[src/rtl/bf_cpu_v2.sv]
// Brainfuck-style execution core: one opcode byte per fetch, one data cell
// per access, blocking console handshakes and a hardware loop stack.
// Optional build macro BF_RLE_FOLD_EN: folds runs of '+'/'-' into a single
// read-modify-write by fetching ahead and accumulating the delta.
//
// state      | meaning
// -----------+-----------------------------------------------------------
// FETCH      | drive IA=PC, IEN=1, advance PC
// FWAIT      | opcode arrives on IDIN, latch it
// DECODE     | dispatch opcode (or extend an RLE run)
// DREAD      | DEN=1, DWE=0 read of the current cell
// DWAIT      | read data arrives on DDIN, latch it
// MODIFY     | apply accumulated delta to the cell
// WRITE      | DEN=DWE=1 write-back of the cell
// LOOPCHK    | '[' push / skip, ']' jump / pop, stack fault detection
// SEEK       | skip-mode decode: track bracket nesting only
// COUT       | wait for CRDY, then emit cell[7:0] with a CWR pulse
// CIN        | wait for CRDA, ack and capture the console byte
// HALTED     | stopped until RESET

module bf_cpu_v2 #(
   parameter int IA_WIDTH        = 11,
   parameter int DA_WIDTH        = 11,
   parameter int DD_WIDTH        = 8,
   parameter int STACK_DEPTH_POW = 7
) (
   input  logic                CLK,
   input  logic                RESET,
   output logic [IA_WIDTH-1:0] IA,
   output logic                IEN,
   input  logic [7:0]          IDIN,
   output logic [DA_WIDTH-1:0] DA,
   output logic                DEN,
   output logic                DWE,
   output logic [DD_WIDTH-1:0] DDOUT,
   input  logic [DD_WIDTH-1:0] DDIN,
   input  logic [7:0]          CIN,
   input  logic                CRDA,
   output logic                CACK,
   output logic [7:0]          COUT,
   output logic                CWR,
   input  logic                CRDY,
   output logic                HALT,
   output logic                ERR
);

   localparam int STACK_DEPTH = 1 << STACK_DEPTH_POW;
   localparam int SP_W        = STACK_DEPTH_POW + 1;
   localparam int SEEK_W      = IA_WIDTH + 1;

   localparam logic [7:0] OP_INC  = 8'h2B;
   localparam logic [7:0] OP_DEC  = 8'h2D;
   localparam logic [7:0] OP_RGT  = 8'h3E;
   localparam logic [7:0] OP_LFT  = 8'h3C;
   localparam logic [7:0] OP_LOOP = 8'h5B;
   localparam logic [7:0] OP_END  = 8'h5D;
   localparam logic [7:0] OP_OUT  = 8'h2E;
   localparam logic [7:0] OP_IN   = 8'h2C;
   localparam logic [7:0] OP_HALT = 8'h00;

   typedef enum logic [3:0] {
      ST_FETCH, ST_FWAIT, ST_DECODE, ST_DREAD, ST_DWAIT, ST_MODIFY,
      ST_WRITE, ST_LOOPCHK, ST_SEEK, ST_COUT, ST_CIN, ST_HALTED
   } state_t;

   state_t                state_q, state_d;
   logic [IA_WIDTH-1:0]   pc_q, pc_d;
   logic [DA_WIDTH-1:0]   dc_q, dc_d;
   logic [7:0]            instr_q, instr_d;
   logic [DD_WIDTH-1:0]   cell_q, cell_d;
   logic [DD_WIDTH-1:0]   run_acc_q, run_acc_d;
   logic [SP_W-1:0]       sp_q, sp_d;
   logic [SEEK_W-1:0]     seek_cnt_q, seek_cnt_d;
   logic                  fold_q, fold_d;
   logic [7:0]            cout_q, cout_d;
   logic                  cwr_q, cwr_d;
   logic                  err_q, err_d;

   logic                  ien_c, den_c, dwe_c, cack_c;
   logic                  push_en;
   logic [IA_WIDTH-1:0]   stack_mem [STACK_DEPTH];
   logic [STACK_DEPTH_POW-1:0] top_idx;

   function automatic logic is_arith(input logic [7:0] op);
      return (op == OP_INC) || (op == OP_DEC);
   endfunction

   function automatic logic [DD_WIDTH-1:0] op_delta(input logic [7:0] op);
      return (op == OP_INC) ? DD_WIDTH'(1) : {DD_WIDTH{1'b1}};
   endfunction

   assign top_idx = STACK_DEPTH_POW'(sp_q - SP_W'(1));

   // Next-state, datapath updates and bus strobes
   always_comb begin
      state_d    = state_q;
      pc_d       = pc_q;
      dc_d       = dc_q;
      instr_d    = instr_q;
      cell_d     = cell_q;
      run_acc_d  = run_acc_q;
      sp_d       = sp_q;
      seek_cnt_d = seek_cnt_q;
      fold_d     = fold_q;
      cout_d     = cout_q;
      cwr_d      = 1'b0;
      err_d      = err_q;
      ien_c      = 1'b0;
      den_c      = 1'b0;
      dwe_c      = 1'b0;
      cack_c     = 1'b0;
      push_en    = 1'b0;
      case (state_q)
         ST_FETCH: begin
            ien_c   = 1'b1;
            pc_d    = pc_q + IA_WIDTH'(1);
            state_d = ST_FWAIT;
         end
         ST_FWAIT: begin
            instr_d = IDIN;
            state_d = (seek_cnt_q != '0) ? ST_SEEK : ST_DECODE;
         end
         ST_DECODE: begin
            if (fold_q) begin
               // RLE run in progress: keep accumulating or flush the write
               if (is_arith(instr_q)) begin
                  run_acc_d = run_acc_q + op_delta(instr_q);
                  state_d   = ST_FETCH;
               end else begin
                  state_d   = ST_MODIFY;
               end
            end else begin
               case (instr_q)
                  OP_RGT: begin
                     dc_d    = dc_q + DA_WIDTH'(1);
                     state_d = ST_FETCH;
                  end
                  OP_LFT: begin
                     dc_d    = dc_q - DA_WIDTH'(1);
                     state_d = ST_FETCH;
                  end
                  OP_INC, OP_DEC, OP_OUT, OP_LOOP, OP_END: state_d = ST_DREAD;
                  OP_IN:   state_d = ST_CIN;
                  OP_HALT: state_d = ST_HALTED;
                  default: state_d = ST_FETCH;
               endcase
            end
         end
         ST_DREAD: begin
            den_c   = 1'b1;
            state_d = ST_DWAIT;
         end
         ST_DWAIT: begin
            cell_d = DDIN;
            if (is_arith(instr_q)) begin
               run_acc_d = op_delta(instr_q);
`ifdef BF_RLE_FOLD_EN
               fold_d    = 1'b1;
               state_d   = ST_FETCH;
`else
               state_d   = ST_MODIFY;
`endif
            end else if (instr_q == OP_OUT) begin
               state_d = ST_COUT;
            end else begin
               state_d = ST_LOOPCHK;
            end
         end
         ST_MODIFY: begin
            cell_d  = cell_q + run_acc_q;
            state_d = ST_WRITE;
         end
         ST_WRITE: begin
            den_c = 1'b1;
            dwe_c = 1'b1;
            // After a folded run the terminating opcode is already in instr_q
            if (fold_q) begin
               fold_d    = 1'b0;
               run_acc_d = '0;
               state_d   = ST_DECODE;
            end else begin
               state_d   = ST_FETCH;
            end
         end
         ST_LOOPCHK: begin
            state_d = ST_FETCH;
            if (instr_q == OP_LOOP) begin
               if (cell_q == '0) begin
                  seek_cnt_d = SEEK_W'(1);
               end else if (sp_q == SP_W'(STACK_DEPTH)) begin
                  err_d   = 1'b1;
                  state_d = ST_HALTED;
               end else begin
                  push_en = 1'b1;
                  sp_d    = sp_q + SP_W'(1);
               end
            end else begin
               if (sp_q == '0) begin
                  err_d   = 1'b1;
                  state_d = ST_HALTED;
               end else if (cell_q != '0) begin
                  pc_d = stack_mem[top_idx];
               end else begin
                  sp_d = sp_q - SP_W'(1);
               end
            end
         end
         ST_SEEK: begin
            state_d = ST_FETCH;
            case (instr_q)
               OP_LOOP: seek_cnt_d = seek_cnt_q + SEEK_W'(1);
               OP_END:  seek_cnt_d = seek_cnt_q - SEEK_W'(1);
               OP_HALT: begin
                  err_d   = 1'b1;
                  state_d = ST_HALTED;
               end
               default: seek_cnt_d = seek_cnt_q;
            endcase
         end
         ST_COUT: begin
            if (CRDY) begin
               cout_d  = cell_q[7:0];
               cwr_d   = 1'b1;
               state_d = ST_FETCH;
            end
         end
         ST_CIN: begin
            if (CRDA) begin
               cack_c  = 1'b1;
               cell_d  = DD_WIDTH'(CIN);
               state_d = ST_WRITE;
            end
         end
         ST_HALTED: state_d = ST_HALTED;
         default:   state_d = ST_FETCH;
      endcase
   end

   // Architectural state registers with synchronous reset
   always_ff @(posedge CLK) begin
      if (RESET) begin
         state_q    <= ST_FETCH;
         pc_q       <= '0;
         dc_q       <= '0;
         instr_q    <= '0;
         cell_q     <= '0;
         run_acc_q  <= '0;
         sp_q       <= '0;
         seek_cnt_q <= '0;
         fold_q     <= 1'b0;
         cout_q     <= '0;
         cwr_q      <= 1'b0;
         err_q      <= 1'b0;
      end else begin
         state_q    <= state_d;
         pc_q       <= pc_d;
         dc_q       <= dc_d;
         instr_q    <= instr_d;
         cell_q     <= cell_d;
         run_acc_q  <= run_acc_d;
         sp_q       <= sp_d;
         seek_cnt_q <= seek_cnt_d;
         fold_q     <= fold_d;
         cout_q     <= cout_d;
         cwr_q      <= cwr_d;
         err_q      <= err_d;
      end
   end

   // Loop stack storage; contents are don't-care below the stack pointer
   always_ff @(posedge CLK) begin
      if (push_en) begin
         stack_mem[sp_q[STACK_DEPTH_POW-1:0]] <= pc_q;
      end
   end

   // Strobes are masked during RESET so an abandoned operation emits nothing
   assign IEN   = ien_c  & ~RESET;
   assign DEN   = den_c  & ~RESET;
   assign DWE   = dwe_c  & ~RESET;
   assign CACK  = cack_c & ~RESET;
   assign CWR   = cwr_q;
   assign IA    = pc_q;
   assign DA    = dc_q;
   assign DDOUT = cell_q;
   assign COUT  = cout_q;
   assign HALT  = (state_q == ST_HALTED);
   assign ERR   = err_q;

endmodule

[config.mk]
export PLATFORM = sky130hd
export DESIGN_NAME = bf_cpu_v2
export DESIGN_NICKNAME = d
export VERILOG_FILES = /design/src/rtl/bf_cpu_v2.sv
export SDC_FILE = /design/constraint.sdc
export NUM_CORES = 2
export LEC_CHECK = 0
export ABC_AREA = 1
export ABC_CLOCK_PERIOD_IN_PS = 4710
export BUFFER_PORTS_ARGS = -buffer_cell sky130_fd_sc_hd__buf_2
export CAP_MARGIN = 20
export CORE_MARGIN = 2
export CORE_UTILIZATION = 40
export CTS_CLUSTER_DIAMETER = 150
export DETAILED_ROUTE_END_ITERATION = 12
export SLEW_MARGIN = 25
export SYNTH_ARGS = -nofsm -noshare
export SYNTH_HDL_FRONTEND = slang
export SYNTH_SLANG_ARGS = --single-unit
[constraint.sdc]
create_clock -name CLK -period 4.71 [get_ports CLK]
set_input_delay 0.942 -clock CLK [delete_from_list [all_inputs] [get_ports CLK]]
set_output_delay 0.942 -clock CLK [all_outputs]
set_load 0.02 [all_outputs]
==> impl_metrics.tcl <==
set metrics [dict create \
    status "finished, final reports clean" \
    startpoint_type "flip-flop" \
    track_usage_pct 22.0 \
    antenna_found_initial 1 \
    final.setup.tns_ns 0 \
    finalWirelength_um 177000 \
    tightest_slew_ns 1.06 \
    cts_buffers 157 \
    crit_family "buffers and inverters" \
    holdWs_ns 0.394 \
    min_to "instr_q[3]$_SDFFE_PP0P_" \
    final_cell_mix "1408 x edfxtp_1, 1391 x nand2_1, 1205 x nand3_1" \
    core_sq_um 154000 \
    crit_arrival_ns 4.27 \
    stdcell_area_sq_um 70000 \
    dp_hpwl_um 99800 \
    async_flop_share_pct 0 \
    synth_edf_count 1408 \
    die_w_um 397 \
    crit_required_ns 5.43 \
    postCtsSetupRepairBufs 0 \
    viasPerCell 5.50 \
    finalCriticalPeriod_ns 3.55 \
    slew_violations 0 \
    vias 42859 \
    avgSynthCellArea_sq_um 11.2 \
    grt_pass1_vias 40673 \
    yosysWarnings 0 \
    yosysTopAreaCell "edfxtp_1" \
    hold_viol 0 \
    reg2reg_slack_ns 1.16 \
    clock-sinks 1482 \
    cp_max_fo 178 \
    r2r_cells 12 \
    portBuffers 72 \
    synth_cell_type_count 44 \
    crit_chain "buf_12, buf_4, nor2_1, nor2_1, o21ai_0, o211ai_1, nand3_1, nand3_1, nand2_1, nand3_1, nand3_1, a21oi_1" \
    drt_iter0_drc 5100 \
    rsz0062_at_grt "false" \
    syn_nets 5564 \
    maxCapViolations 0 \
    dieArea_sq_um 157000 \
    setup_viol 0 \
    cts_root_buf "clkbuf_16" \
    timing.critical_path.buf_inv 2 \
    grt_first_pass_wirelength_um 262000 \
    hold_class "input pin to flip-flop" \
    ys.flop_type "edfxtp_1" \
    cts_tree "built" \
    drc 0 \
    rows 144 \
    holdPathStages 3 \
    max-clock-path-buffers 3 \
    htreeDepth 4 \
    slew_headroom_pct 29.2 \
    worstReg2RegEnd "IA[10]$_SDFFE_PP0P_" \
    p_leak_nw 25.1 \
    crit_path_max_incr_delay_ns 0.76 \
    cpMostUsedCell "nand3_1" \
    power_density_nw_per_um2 427 \
    synth-seq-cells 1482 \
    start_util_pct 40.2 \
    cts_hold_buf 0 \
    grt_max_degree 201 \
    seq_area_frac_synth_pct 70.9 \
    cp-end-kind "flip-flop" \
    place_congestion 0.866 \
    ios 73 \
    fin_worst_skew_ns 0.0361 \
    wl_per_cell_um 22.6 \
    max_freq_mhz 282 \
    gr-total-overflow 0 \
    clk_latency_ns 0.80 \
    ir_drop_uv 417 \
    hp-start "IDIN[3]" \
    layout.nets 5670 \
    synth_top_cell_area_share_pct 68.5 \
    path_clk_slew_ns 0.06 \
    layout_commonest_cell "edfxtp_1" \
    critical_path_class "flip-flop to flip-flop" \
    cts_resized 0 \
    drt_first_pass_iters 6 \
    min_period_over_period_pct 75.3 \
    crit-reg2reg-launch "sp_q[0]$_SDFFE_PP0P_" \
    synthToLayoutAreaGrowth_pct 13.5 \
    dpl-instance-area_sq_um 65100 \
    ant_nets 0 \
    synthTopCellsByArea "edfxtp_1 69%, nand3_1 9.8%, nand2_1 8.5%" \
    syn_area_sq_um 61700 \
    drive_gt1_share_pct 9.78 \
    die_y_um 397 \
    synth_cells 5513 \
    critPathSlowestCell "buf_4" \
]
-- through the flow --
stage	std cells	setup WS, ns	power [mW]	util (%)
6_report	7795	1.16	29.9	45.6
3_3_place_gp	7503	1.08	18.3	42.4
2_1_floorplan	5513	0.888	17.1	-
3_5_place_dp	7503	1.23	18.4	42.4
5_1_grt	7793	0.997	30.7	45.6
4_1_cts	7792	1.22	30.0	45.5
-- Yosys cell counts (all sizes together), types with 4 or more instances --
cell type / number
a211oi: 5
a21oi: 107
a221oi: 4
a41oi: 4
buf: 173
clkbuf: 160
dfxtp: 74
edfxtp: 1408
ha: 21
inv: 134
nand2: 1395
nand3: 1207
nand4: 5
nor2: 489
nor3: 15
nor4: 6
o211ai: 23
o21ai: 232
or2: 11
xor2: 16
-- power breakdown --
group / total, mW / switching, mW / internal [mW]
Combinational: 2.05 / 1.74 / 0.306
Clock: 11.8 / 5.19 / 6.57
Sequential: 16.1 / 0.495 / 15.6
-- worst min-delay path, cell delays in order --
cell and delay (ns):
buf_2 0.08, nor2_1 0.04, nor2_1 0.08
-- state kept, by name, summed over array words and instances (netlist names) --
signal / cells
seek_cnt_q: 12
IA: 11
DDOUT: 8
sp_q: 8
run_acc_q: 2
CWR: 1
COUT: 8
stack_mem: 1408
state_q: 4
DA: 11
instr_q: 8
ERR: 1
-- final cells by class --
| class | instances | area [sq um] |
|---|---|---|
| inverters | 137 | 532 |
| flip-flops and latches | 1482 | 43800 |
| fillers | 14019 | 83700 |
| clock buffers | 186 | 4100 |
| diodes | 2 | 5.00 |
| well taps | 2044 | 2560 |
| repair buffers | 280 | 2180 |
| multi-input cells | 3561 | 16100 |
| clock inverters | 103 | 737 |
-- worst max-delay path by stage --
stage                               from                   to  slack (ns)  cells after the start
floorplan             IA[0]$_SDFFE_PP0P_  IA[10]$_SDFFE_PP0P_        0.89                     11
global placement    sp_q[0]$_SDFFE_PP0P_   IA[4]$_SDFFE_PP0P_        1.08                     12
detailed placement  sp_q[0]$_SDFFE_PP0P_  IA[10]$_SDFFE_PP0P_        1.23                     12
CTS                 sp_q[0]$_SDFFE_PP0P_  IA[10]$_SDFFE_PP0P_        1.22                     12
global route        sp_q[0]$_SDFFE_PP0P_  IA[10]$_SDFFE_PP0P_         1.0                     12
finish              sp_q[0]$_SDFFE_PP0P_  IA[10]$_SDFFE_PP0P_        1.16                     12
-- logic make-up after synthesis --
| logic type | synth area share (%) |
|---|---|
| AO/OA/AOI/OAI | 3.38 |
| flip-flops | 70.9 |
| AND/OR/NAND/NOR | 21.7 |
| buffers and inverters | 3.16 |
| adder cells (fa/ha/maj) | 0.491 |
| XOR/XNOR | 0.304 |
-- metal layers --
| layer | up-vias | wire [um] | track usage [%] |
|---|---|---|---|
| met5 | - | 0 | 0 |
| met3 | 318 | 14100 | 3.66 |
| met1 | 21092 | 75200 | 31.2 |
| li1 | 19664 | - | - |
| met4 | 0 | 5800 | 7.82 |
| met2 | 1785 | 81400 | 34.1 |
No activity file was read; power rests on OpenSTA's default activity.
